[src/rtl/truth_table_scanner_pkg.sv]
// Shared definitions for the truth-table scanner: FSM encoding, input-count
// default and the legal settle-time range.
package tts_pkg;

    localparam int N_IN_DEFAULT = 6;
    localparam int HOLD_DEFAULT = 2;
    localparam int HOLD_MIN     = 1;
    localparam int HOLD_MAX     = 15;

    typedef enum logic [1:0] {
        ST_IDLE   = 2'd0,
        ST_DRIVE  = 2'd1,
        ST_SAMPLE = 2'd2,
        ST_DONE   = 2'd3
    } state_e;

    // Terminal count for the settle counter; out-of-range settings are pulled
    // back into the legal window so the 4-bit counter can always reach it.
    function automatic logic [3:0] hold_last(input int hold_cycles);
        int h;
        h = hold_cycles;
        if (h < HOLD_MIN) h = HOLD_MIN;
        if (h > HOLD_MAX) h = HOLD_MAX;
        return 4'(h - 1);
    endfunction

endpackage

[src/rtl/truth_table_scanner_if.sv]
// Host-side bundle of the scanner: start/mode/vector request, abort, the Y
// feedback from the block under test, and the status/result outputs.
interface truth_table_scanner_if #(
    parameter int N_IN = tts_pkg::N_IN_DEFAULT
);
    // start is a level-sampled request: it is taken only while the scanner is
    // idle (busy=0, done=0); done pulses for one cycle after a full run.
    logic                 start;
    logic                 mode;
    logic [N_IN-1:0]      vec_in;
    logic                 abort;
    logic                 y_in;
    logic [N_IN-1:0]      drive;
    logic                 busy;
    logic                 done;
    logic                 aborted;
    logic [2**N_IN-1:0]   table_out;
    logic [N_IN:0]        ones_count;
    tts_pkg::state_e      dbg_state;

    modport master (
        output start, mode, vec_in, abort, y_in,
        input  drive, busy, done, aborted, table_out, ones_count, dbg_state
    );

    modport slave (
        input  start, mode, vec_in, abort, y_in,
        output drive, busy, done, aborted, table_out, ones_count, dbg_state
    );

endinterface

[src/rtl/truth_table_scanner_settle_counter.sv]
// Settle-time counter: counts up while enabled, flags the terminal count so
// the scanner knows the driven vector has been stable long enough.
module settle_counter #(
    parameter logic [3:0] LAST = 4'd1
) (
    input  logic clk,
    input  logic rst,
    input  logic clear,
    input  logic en,
    output logic expired
);

    logic [3:0] count_q;
    logic [3:0] count_d;

    always_comb begin
        count_d = count_q;
        if (clear) begin
            count_d = 4'd0;
        end else if (en) begin
            count_d = count_q + 4'd1;
        end
    end

    always_ff @(posedge clk) begin
        if (rst) begin
            count_q <= 4'd0;
        end else begin
            count_q <= count_d;
        end
    end

    assign expired = (count_q == LAST);

endmodule

[src/rtl/truth_table_scanner.sv]
// Sequencer that walks the inputs of a combinational block (one vector or the
// whole space), waits a settle time per vector and records Y into a table.
module truth_table_scanner
    import tts_pkg::*;
#(
    parameter int N_IN        = N_IN_DEFAULT,
    parameter int HOLD_CYCLES = HOLD_DEFAULT
) (
    input logic                  clk,
    input logic                  rst,
    truth_table_scanner_if.slave bus
);

    localparam int              VECS      = 2**N_IN;
    localparam logic [N_IN-1:0] VEC_LAST  = '1;
    localparam logic [N_IN-1:0] VEC_ONE   = 1;
    localparam logic [N_IN:0]   ONES_ZERO = '0;

    state_e             state_q, state_d;
    logic [N_IN-1:0]    drive_q, drive_d;
    logic               mode_q, mode_d;
    logic [VECS-1:0]    table_q, table_d;
    logic [N_IN:0]      ones_q, ones_d;
    logic               aborted_q, aborted_d;
    logic               cnt_clear;
    logic               cnt_en;
    logic               hold_expired;

    settle_counter #(
        .LAST (hold_last(HOLD_CYCLES))
    ) u_settle (
        .clk     (clk),
        .rst     (rst),
        .clear   (cnt_clear),
        .en      (cnt_en),
        .expired (hold_expired)
    );

    always_comb begin
        state_d   = state_q;
        drive_d   = drive_q;
        mode_d    = mode_q;
        table_d   = table_q;
        ones_d    = ones_q;
        aborted_d = aborted_q;
        cnt_clear = 1'b1;
        cnt_en    = 1'b0;

        case (state_q)
            ST_IDLE: begin
                // start outranks abort here: abort only acts on a running scan
                if (bus.start) begin
                    state_d   = ST_DRIVE;
                    mode_d    = bus.mode;
                    drive_d   = bus.mode ? bus.vec_in : '0;
                    table_d   = '0;
                    ones_d    = ONES_ZERO;
                    aborted_d = 1'b0;
                end
            end

            ST_DRIVE: begin
                cnt_clear = 1'b0;
                cnt_en    = 1'b1;
                if (bus.abort) begin
                    state_d   = ST_IDLE;
                    aborted_d = 1'b1;
                end else if (hold_expired) begin
                    state_d = ST_SAMPLE;
                end
            end

            ST_SAMPLE: begin
                if (bus.abort) begin
                    state_d   = ST_IDLE;
                    aborted_d = 1'b1;
                end else begin
                    table_d[drive_q] = bus.y_in;
                    ones_d           = ones_q + {{N_IN{1'b0}}, bus.y_in};
                    if (mode_q || (drive_q == VEC_LAST)) begin
                        state_d = ST_DONE;
                    end else begin
                        drive_d = drive_q + VEC_ONE;
                        state_d = ST_DRIVE;
                    end
                end
            end

            ST_DONE: begin
                state_d = ST_IDLE;
            end

            default: begin
                state_d = ST_IDLE;
            end
        endcase
    end

    always_ff @(posedge clk) begin
        if (rst) begin
            state_q   <= ST_IDLE;
            drive_q   <= '0;
            mode_q    <= 1'b0;
            table_q   <= '0;
            ones_q    <= ONES_ZERO;
            aborted_q <= 1'b0;
        end else begin
            state_q   <= state_d;
            drive_q   <= drive_d;
            mode_q    <= mode_d;
            table_q   <= table_d;
            ones_q    <= ones_d;
            aborted_q <= aborted_d;
        end
    end

    assign bus.drive      = drive_q;
    assign bus.busy       = (state_q == ST_DRIVE) || (state_q == ST_SAMPLE);
    assign bus.done       = (state_q == ST_DONE);
    assign bus.aborted    = aborted_q;
    assign bus.table_out  = table_q;
    assign bus.ones_count = ones_q;
    assign bus.dbg_state  = state_q;

endmodule

[src/flat_wrapper.sv]
// flat-port wrapper written by rule: the top's interface ports become plain ports
module truth_table_scanner_flat import tts_pkg::*;
#(
    parameter int N_IN        = N_IN_DEFAULT,
    parameter int HOLD_CYCLES = HOLD_DEFAULT
)
  (clk, rst, bus_start, bus_mode, bus_vec_in, bus_abort, bus_y_in, bus_drive, bus_busy, bus_done, bus_aborted, bus_table_out, bus_ones_count, bus_dbg_state);
  truth_table_scanner_if #(.N_IN(N_IN)) bus_i ();
  input logic clk;
  input logic rst;
  input wire logic [$bits(bus_i.start)-1:0] bus_start;
  input wire logic [$bits(bus_i.mode)-1:0] bus_mode;
  input wire logic [$bits(bus_i.vec_in)-1:0] bus_vec_in;
  input wire logic [$bits(bus_i.abort)-1:0] bus_abort;
  input wire logic [$bits(bus_i.y_in)-1:0] bus_y_in;
  output wire logic [$bits(bus_i.drive)-1:0] bus_drive;
  output wire logic [$bits(bus_i.busy)-1:0] bus_busy;
  output wire logic [$bits(bus_i.done)-1:0] bus_done;
  output wire logic [$bits(bus_i.aborted)-1:0] bus_aborted;
  output wire logic [$bits(bus_i.table_out)-1:0] bus_table_out;
  output wire logic [$bits(bus_i.ones_count)-1:0] bus_ones_count;
  output wire logic [$bits(bus_i.dbg_state)-1:0] bus_dbg_state;
  assign bus_i.start = bus_start;
  assign bus_i.mode = bus_mode;
  assign bus_i.vec_in = bus_vec_in;
  assign bus_i.abort = bus_abort;
  assign bus_i.y_in = bus_y_in;
  assign bus_drive = bus_i.drive;
  assign bus_busy = bus_i.busy;
  assign bus_done = bus_i.done;
  assign bus_aborted = bus_i.aborted;
  assign bus_table_out = bus_i.table_out;
  assign bus_ones_count = bus_i.ones_count;
  assign bus_dbg_state = bus_i.dbg_state;
  truth_table_scanner #(.N_IN(N_IN), .HOLD_CYCLES(HOLD_CYCLES)) u_core (.clk(clk), .rst(rst), .bus(bus_i));
endmodule
[config.mk]
export PLATFORM = sky130hd
export DESIGN_NAME = truth_table_scanner_flat
export DESIGN_NICKNAME = d
export VERILOG_FILES = /design/src/rtl/truth_table_scanner_pkg.sv /design/src/rtl/truth_table_scanner_if.sv /design/src/rtl/truth_table_scanner_settle_counter.sv /design/src/rtl/truth_table_scanner.sv /design/src/flat_wrapper.sv
export SDC_FILE = /design/constraint.sdc
export NUM_CORES = 1
export LEC_CHECK = 0
export ABC_AREA = 0
export CAP_MARGIN = 20
export CORE_MARGIN = 2
export CORE_UTILIZATION = 37
export CTS_CLUSTER_SIZE = 30
export DETAILED_ROUTE_END_ITERATION = 12
export PLACE_DENSITY_LB_ADDON = 0.12
export SYNTH_ARGS = -nofsm -noshare
export SYNTH_HDL_FRONTEND = slang
export SYNTH_SLANG_ARGS = --single-unit
[constraint.sdc]
create_clock -name clk -period 4.08 [get_ports clk]
set_input_delay 0.816 -clock clk [delete_from_list [all_inputs] [get_ports clk]]
set_output_delay 0.816 -clock clk [all_outputs]
set_load 0.005 [all_outputs]
==> results of run 1 <==
cells in the mapped netlist (8+ instances only):
library cell | instances | area [um2]
ha_1 | 9 | 113
buf_2 | 11 | 55.1
a21oi_1 | 10 | 50.1
clkbuf_1 | 19 | 71.3
a32o_1 | 65 | 651
nor2_2 | 8 | 50.1
nand2_1 | 73 | 274
o21ai_1 | 20 | 100
buf_6 | 10 | 113
nor2_1 | 19 | 71.3
dfxtp_1 | 85 | 1700
o21ai_0 | 53 | 265
per-layer routing:
metal  vias to the layer above  wire, um
met5                         -         0
met4                         0       384
met3                        23       867
met2                       148      5740
met1                      1853      5670
li1                       1854         -
cells by family (layout without fill, tap and decap cells):
family / count (synthesis) / count (layout)
adders and majority gates: 9 / 9
buffers and inverters: 48 / 120
and+or+nand+nor: 141 / 141
AOI/OAI and AO/OA: 169 / 169
xor gates and xnor gates: 5 / 5
DFF: 85 / 85
stage by stage:
| stage | power [mW] | util [%] | instance area, um2 |
|---|---|---|---|
| floorplan | 1.12 | - | 4050 |
| global placement | 1.19 | 46.1 | 4950 |
| detailed placement | 1.20 | 46.1 | 4950 |
| CTS | 1.75 | 47.7 | 5130 |
| global route | 1.82 | 47.7 | 5130 |
| finish | 1.74 | 47.7 | 5130 |
registers in the layout, summed over array words and instances, names as in the netlist:
register	flops
u_core.bus.aborted	1
u_core.bus.dbg_state	2
u_core.bus.drive	6
u_core.bus.ones_count	7
u_core.bus.table_out	64
u_core.mode_q	1
u_core.u_settle.count_q	4
path summary, 6_finish.rpt:
kind	start	end	slack [ns]
max	bus_abort	u_core.bus.table_out[13]$_SDFFE_PP0P_	1.41
min	u_core.u_settle.count_q[0]$_SDFFE_PP0N_	u_core.u_settle.count_q[0]$_SDFFE_PP0N_	0.49
max reg2reg	u_core.bus.dbg_state[0]$_SDFFE_PP0P_	u_core.bus.drive[3]$_SDFFE_PP0P_	1.60
min reg2reg	u_core.u_settle.count_q[0]$_SDFFE_PP0N_	u_core.u_settle.count_q[0]$_SDFFE_PP0N_	0.49
critical path: stages:
cell             delay, ns
clkdlybuf4s50_1       0.46
and2b_1               0.39
o21a_2                0.63
buf_12                0.28
nand2_1               0.08
a32o_1                0.26
power groups by stage:
stage | sequential (mW) | clock (mW) | combinational, mW
after floorplan | 0.873 | 0 | 0.252
after global placement | 0.882 | 0 | 0.312
after detailed placement | 0.883 | 0 | 0.319
after CTS | 0.864 | 0.566 | 0.320
after global routing | 0.868 | 0.601 | 0.356
final | 0.865 | 0.552 | 0.322
cell type report:
type                            instances  area, um2  share of cell area (%)
Multi-Input combinational cell        324       2080                    40.5
Clock inverter                          7       48.8                   0.952
Clock buffer                            9        124                    2.42
Inverter                                7       26.3                   0.513
Sequential cell                        85       1700                    33.2
Tap cell                              140        175                    3.42
Timing Repair Buffer                   97        973                    19.0
==> metrics.txt, run 1 <==
kind of end point of the critical path=flop; Die Y=109 um; sequential share of power=49.7%; clock sink count=between 80 and 90; H-tree depth=3; post-route insts no fill=669; die width=109 um; first-pass GRT wire length=between 15,000 and 20,000 um; GR met1 Demand/Resource=~30%; met3 Use GR=4.60%; area delta synth->final=26.6%; nets=545; GPL Wtd Cong=slightly above 0.8; Starting Density=37.7%; DRT iter0 DRCs=around 290; final setup vio count=0; Post-DRT Antenna Nets=0; Pins Over Slew Limit=0; # IOs=94; Mapped Area=around 4000 um2; peak fanout along the critical path=35; Hold Vio Cnt, Final=0; Max IR drop VDD=0.174 mV; ys async rst share=0%; CTS buffer count=9; drc violations=0; vias in the first global route=between 3,000 and 4,000; Vias/cell=5.80; Synth Area in XOR/XNOR=1.08%; Post-Synthesis Cells=457; met2 usage=roughly a third; post-route setup slack=~1.4 ns; Synth Area in Adders=2.78%; WHS=0.488 ns; multiplexer area fraction after synthesis=0%; GRT overflow=0; clk_skew=0.00758 ns; net switching power=0.568 mW; fraction of layout cells with a size suffix above 1=6.05%; r2r worst-path depth=7; Layout fillers=1,074; WL final=12,700 um; Leakage=1.78 nW; EDFF count, synth=0; clock buffer depth=2; main combinational cell family by area after synthesis=compound AO/OA/AOI/OAI gates; Max-cap violations=0; CTS resizes=0; Yosys reg bits=85; CTS root buffer=clkbuf_8; Wirelength per Cell=18.9 um; Crit Path Category=input pin to flop; setup TNS=0 ns; Core Rows=38; startpoint type of the worst setup path=input pin; Data required, critical path=4.34 ns; post-synthesis compound-gate area fraction=a little under a third; dpl ws=~1.1 ns; Critical Path AT=2.93 ns; most frequent cells in the layout=clkdlybuf4s50_1, dfxtp_1, nand2_1, a32o_1, o21ai_0; # diodes=0; global-route usage over all layers=21.7%; clk_lat worst skew=0.36 ns; FMAX=about 0.37 GHz; sequential fraction of the synthesis area=between 40% and 50%; Netlist cell types=46; RSZ-0062 raised after global routing=false; status=completed; initial antenna violation count=0; Tmin final=2.67 ns; gr busiest metal=met2; drt pass-1 iters=5; CTS tree=done; post-DP HPWL=7950 um; Slew HR=33.5%; Comb pwr share=18.5%; Synth Warn #=0; Synth Area in Simple Gates=between 15 and 20%; CTS Hold Bufs=0; internal power=~1.2 mW; hold path cells=1; clock-pin slew on the worst setup and hold paths=around 0.09 ns; Hold Path Class=flop to flop; Pwr per Cell Area=approximately 340 nW/um2; I/O Buffers=93; DIE AREA=11,800 um2; largest net degree at the start of global routing=75; area of the core=10,700 um2; Switching Share=32.7%; ys flop type=dfxtp_1; period utilisation layout=65.5%; via count=3,878; placed cells=653; Post-CTS Setup Repair Bufs=0; Syn Area/Cell=8.86 um2; Syn Nets=478; Least-Margin Pin Slew=roughly 1 ns; Clk pwr share=31.7%; most common cell after layout, fill and taps aside=clkdlybuf4s50_1
(Power assumes the default switching activity.)
==> inputs of run 2 (changes only) <==
clock period = 2.7 ns   (was 4.08 ns; I/O delays follow)
==> metrics.txt, run 2 (synthesis results as in run 1) <==
via count=3,930 (+1.3%); GPL Wtd Cong=0.871 (+7.0%); fraction of layout cells with a size suffix above 1=8.62% (+2.6 points); # IOs=94 (unchanged); worst-path cell chain=inv_1 -> ha_2 -> buf_4 -> and2b_1 -> o21ai_1 -> nor4_1 -> a31o_1; Core Rows=38 (unchanged); HP Start=u_core.u_settle.count_q[0]$_SDFFE_PP0N_; Post-DRT Antenna Nets=0 (unchanged); vias in the first global route=3,592 (-1.9%); Crit Path Category=flop to flop; R2R Setup Slk=0.46 ns (-1.14 ns); I/O Buffers=93 (unchanged); clock sink count=85 (unchanged); R2R Path Start=u_core.bus.dbg_state[0]$_SDFFE_PP0P_; kind of end point of the critical path=flop; hold path cells=1 (unchanged); global-route usage over all layers=22.2% (+0.59 points); Post-CTS Setup Repair Bufs=0 (unchanged); Least-Margin Pin Slew=0.740 ns (-0.254 ns); Pins Over Slew Limit=0 (unchanged); post-DP HPWL=8320 um (+4.7%); peak fanout along the critical path=32 (-8.6%); CTS root buffer=clkbuf_8; nets=561 (+2.9%); RSZ-0062 raised after global routing=false; sequential share of power=44.8% (-4.9 points); H-tree depth=3 (unchanged); Max IR drop VDD=0.256 mV (+47%); DRT iter0 DRCs=263 (-8.0%); Critical Path AT=2.49 ns (-0.44 ns); clock buffer depth=2 (unchanged); Starting Density=37.7% (unchanged); WL final=12,600 um (-0.12%); Max-cap violations=0 (unchanged); DIE AREA=11,800 um2 (unchanged); Clk pwr share=38.7% (+7.0 points); Pwr per Cell Area=548 nW/um2 (+62%); dpl ws=0.217 ns (-0.840 ns); Hold Vio Cnt, Final=0 (unchanged); Die Y=109 um (unchanged); drt pass-1 iters=5 (unchanged); WHS=0.477 ns (-0.0111 ns); drc violations=0 (unchanged); Wirelength per Cell=18.5 um (-2.5%); power after layout=2.92 mW (+68%); Vias/cell=5.74 (-1.0%); Leakage=1.89 nW (+6.4%); # diodes=0 (unchanged); die width=109 um (unchanged); initial antenna violation count=0 (unchanged); final setup vio count=0 (unchanged); first-pass GRT wire length=20,000 um (+1.6%); Hold Path Class=flop to flop; Tmin final=around 2.2 ns; clock-pin slew on the worst setup and hold paths=0.09 ns (about the same); Switching Share=28.9% (-3.8 points); area delta synth->final=31.5%; net switching power=0.842 mW (+48%); dpl cell area=5070 um2 (+2.4%); startpoint type of the worst setup path=flop; CTS buffer count=9 (unchanged); most common cell after layout, fill and taps aside=clkdlybuf4s50_1; Hold Path End=u_core.u_settle.count_q[0]$_SDFFE_PP0N_; Final Instance Area=5320 um2 (+3.8%); period utilisation layout=83.0%; CTS resizes=0 (unchanged); post-route setup slack=0.458 ns (-0.948 ns); most frequent cells in the layout=clkdlybuf4s50_1, dfxtp_1, nand2_1, a32o_1, o21ai_0; largest net degree at the start of global routing=68 (-9.3%); GRT overflow=0 (unchanged); setup TNS=0 ns (unchanged); internal power=2.07 mW (+77%); area of the core=10,700 um2 (unchanged); FMAX=~0.45 GHz; clk_lat worst skew=0.36 ns (about the same); clk_skew=0.0135 ns (+0.00589 ns); CTS tree=done; Comb pwr share=16.5% (-2.0 points); Crit-path slowest cell=o21ai_1; r2r endpoint=u_core.bus.drive[1]$_SDFFE_PP0P_; Data required, critical path=2.95 ns (-1.39 ns); slowest stage delay, CP=0.60 ns (-0.03 ns); r2r worst-path depth=7 (unchanged); status=completed; CTS Hold Bufs=0 (unchanged); max reg flops=64 (unchanged); Slew HR=50.4% (+17 points)
[run 2: changes by cell type in the layout (fill, tap and decap cells not counted)]
cell        previous run  this run
clkbuf_1               0         1
clkinv_4               0         2
clkbuf_8               9        10
buf_4                  3        19
bufinv_16              0         3
clkinvlp_4             1         0
inv_6                  3         0
clkinv_2               3         0
[run 2: critical path: cells and delay by family, from the launching register on]
kind | cells | cell delay, ns
DFF | 1 | 0.35
AOI/OAI and AO/OA | 2 | 0.81
and+or+nand+nor | 2 | 0.40
adders and majority gates | 1 | 0.20
buffers and inverters | 2 | 0.38
[run 2: worst max path at each step]
stage	from	cells past startpoint	slack [ns]	end
3_5_place_dp	bus_abort	5	0.22	u_core.bus.drive[1]$_SDFFE_PP0P_
6_report	u_core.bus.dbg_state[0]$_SDFFE_PP0P_	7	0.46	u_core.bus.drive[1]$_SDFFE_PP0P_
2_1_floorplan	u_core.bus.dbg_state[0]$_SDFFE_PP0P_	9	0.95	u_core.bus.table_out[27]$_SDFFE_PP0P_
4_1_cts	u_core.bus.dbg_state[0]$_SDFFE_PP0P_	7	0.44	u_core.bus.drive[1]$_SDFFE_PP0P_
3_3_place_gp	bus_abort	5	0.28	u_core.bus.drive[1]$_SDFFE_PP0P_
5_1_grt	u_core.bus.dbg_state[0]$_SDFFE_PP0P_	7	0.25	u_core.bus.ones_count[5]$_SDFFE_PP0P_
[run 2: through the flow]
stage	cells	util, %
5_1_grt	685	49.5
3_5_place_dp	669	47.2
4_1_cts	685	49.5
6_report	685	49.5
3_3_place_gp	669	47.2
2_1_floorplan	457	-
[run 2: metal layers]
metal	track usage (%)	wire length (um)
met1	31.3	5730
met2	34.1	5800
met3	3.59	810
met4	8.79	301
met5	0	0
[run 2: area by class of cell]
| class | instances | area [um2] |
|---|---|---|
| fill | 1061 | 5420 |
| multi-input combinational | 324 | 2080 |
| sequential | 85 | 1700 |
| timing repair buffer | 113 | 1090 |
| tap | 140 | 175 |
| clock buffer | 11 | 141 |
| clock inverter | 5 | 108 |
| inverter | 7 | 26.3 |
[run 2: power groups by stage]
stage          clock (mW)  combinational, mW  sequential (mW)
6_report             1.13              0.482             1.31
5_1_grt              1.20              0.541             1.31
3_3_place_gp            0              0.472             1.33
4_1_cts              1.14              0.483             1.31
2_1_floorplan           0              0.381             1.32
3_5_place_dp            0              0.483             1.33
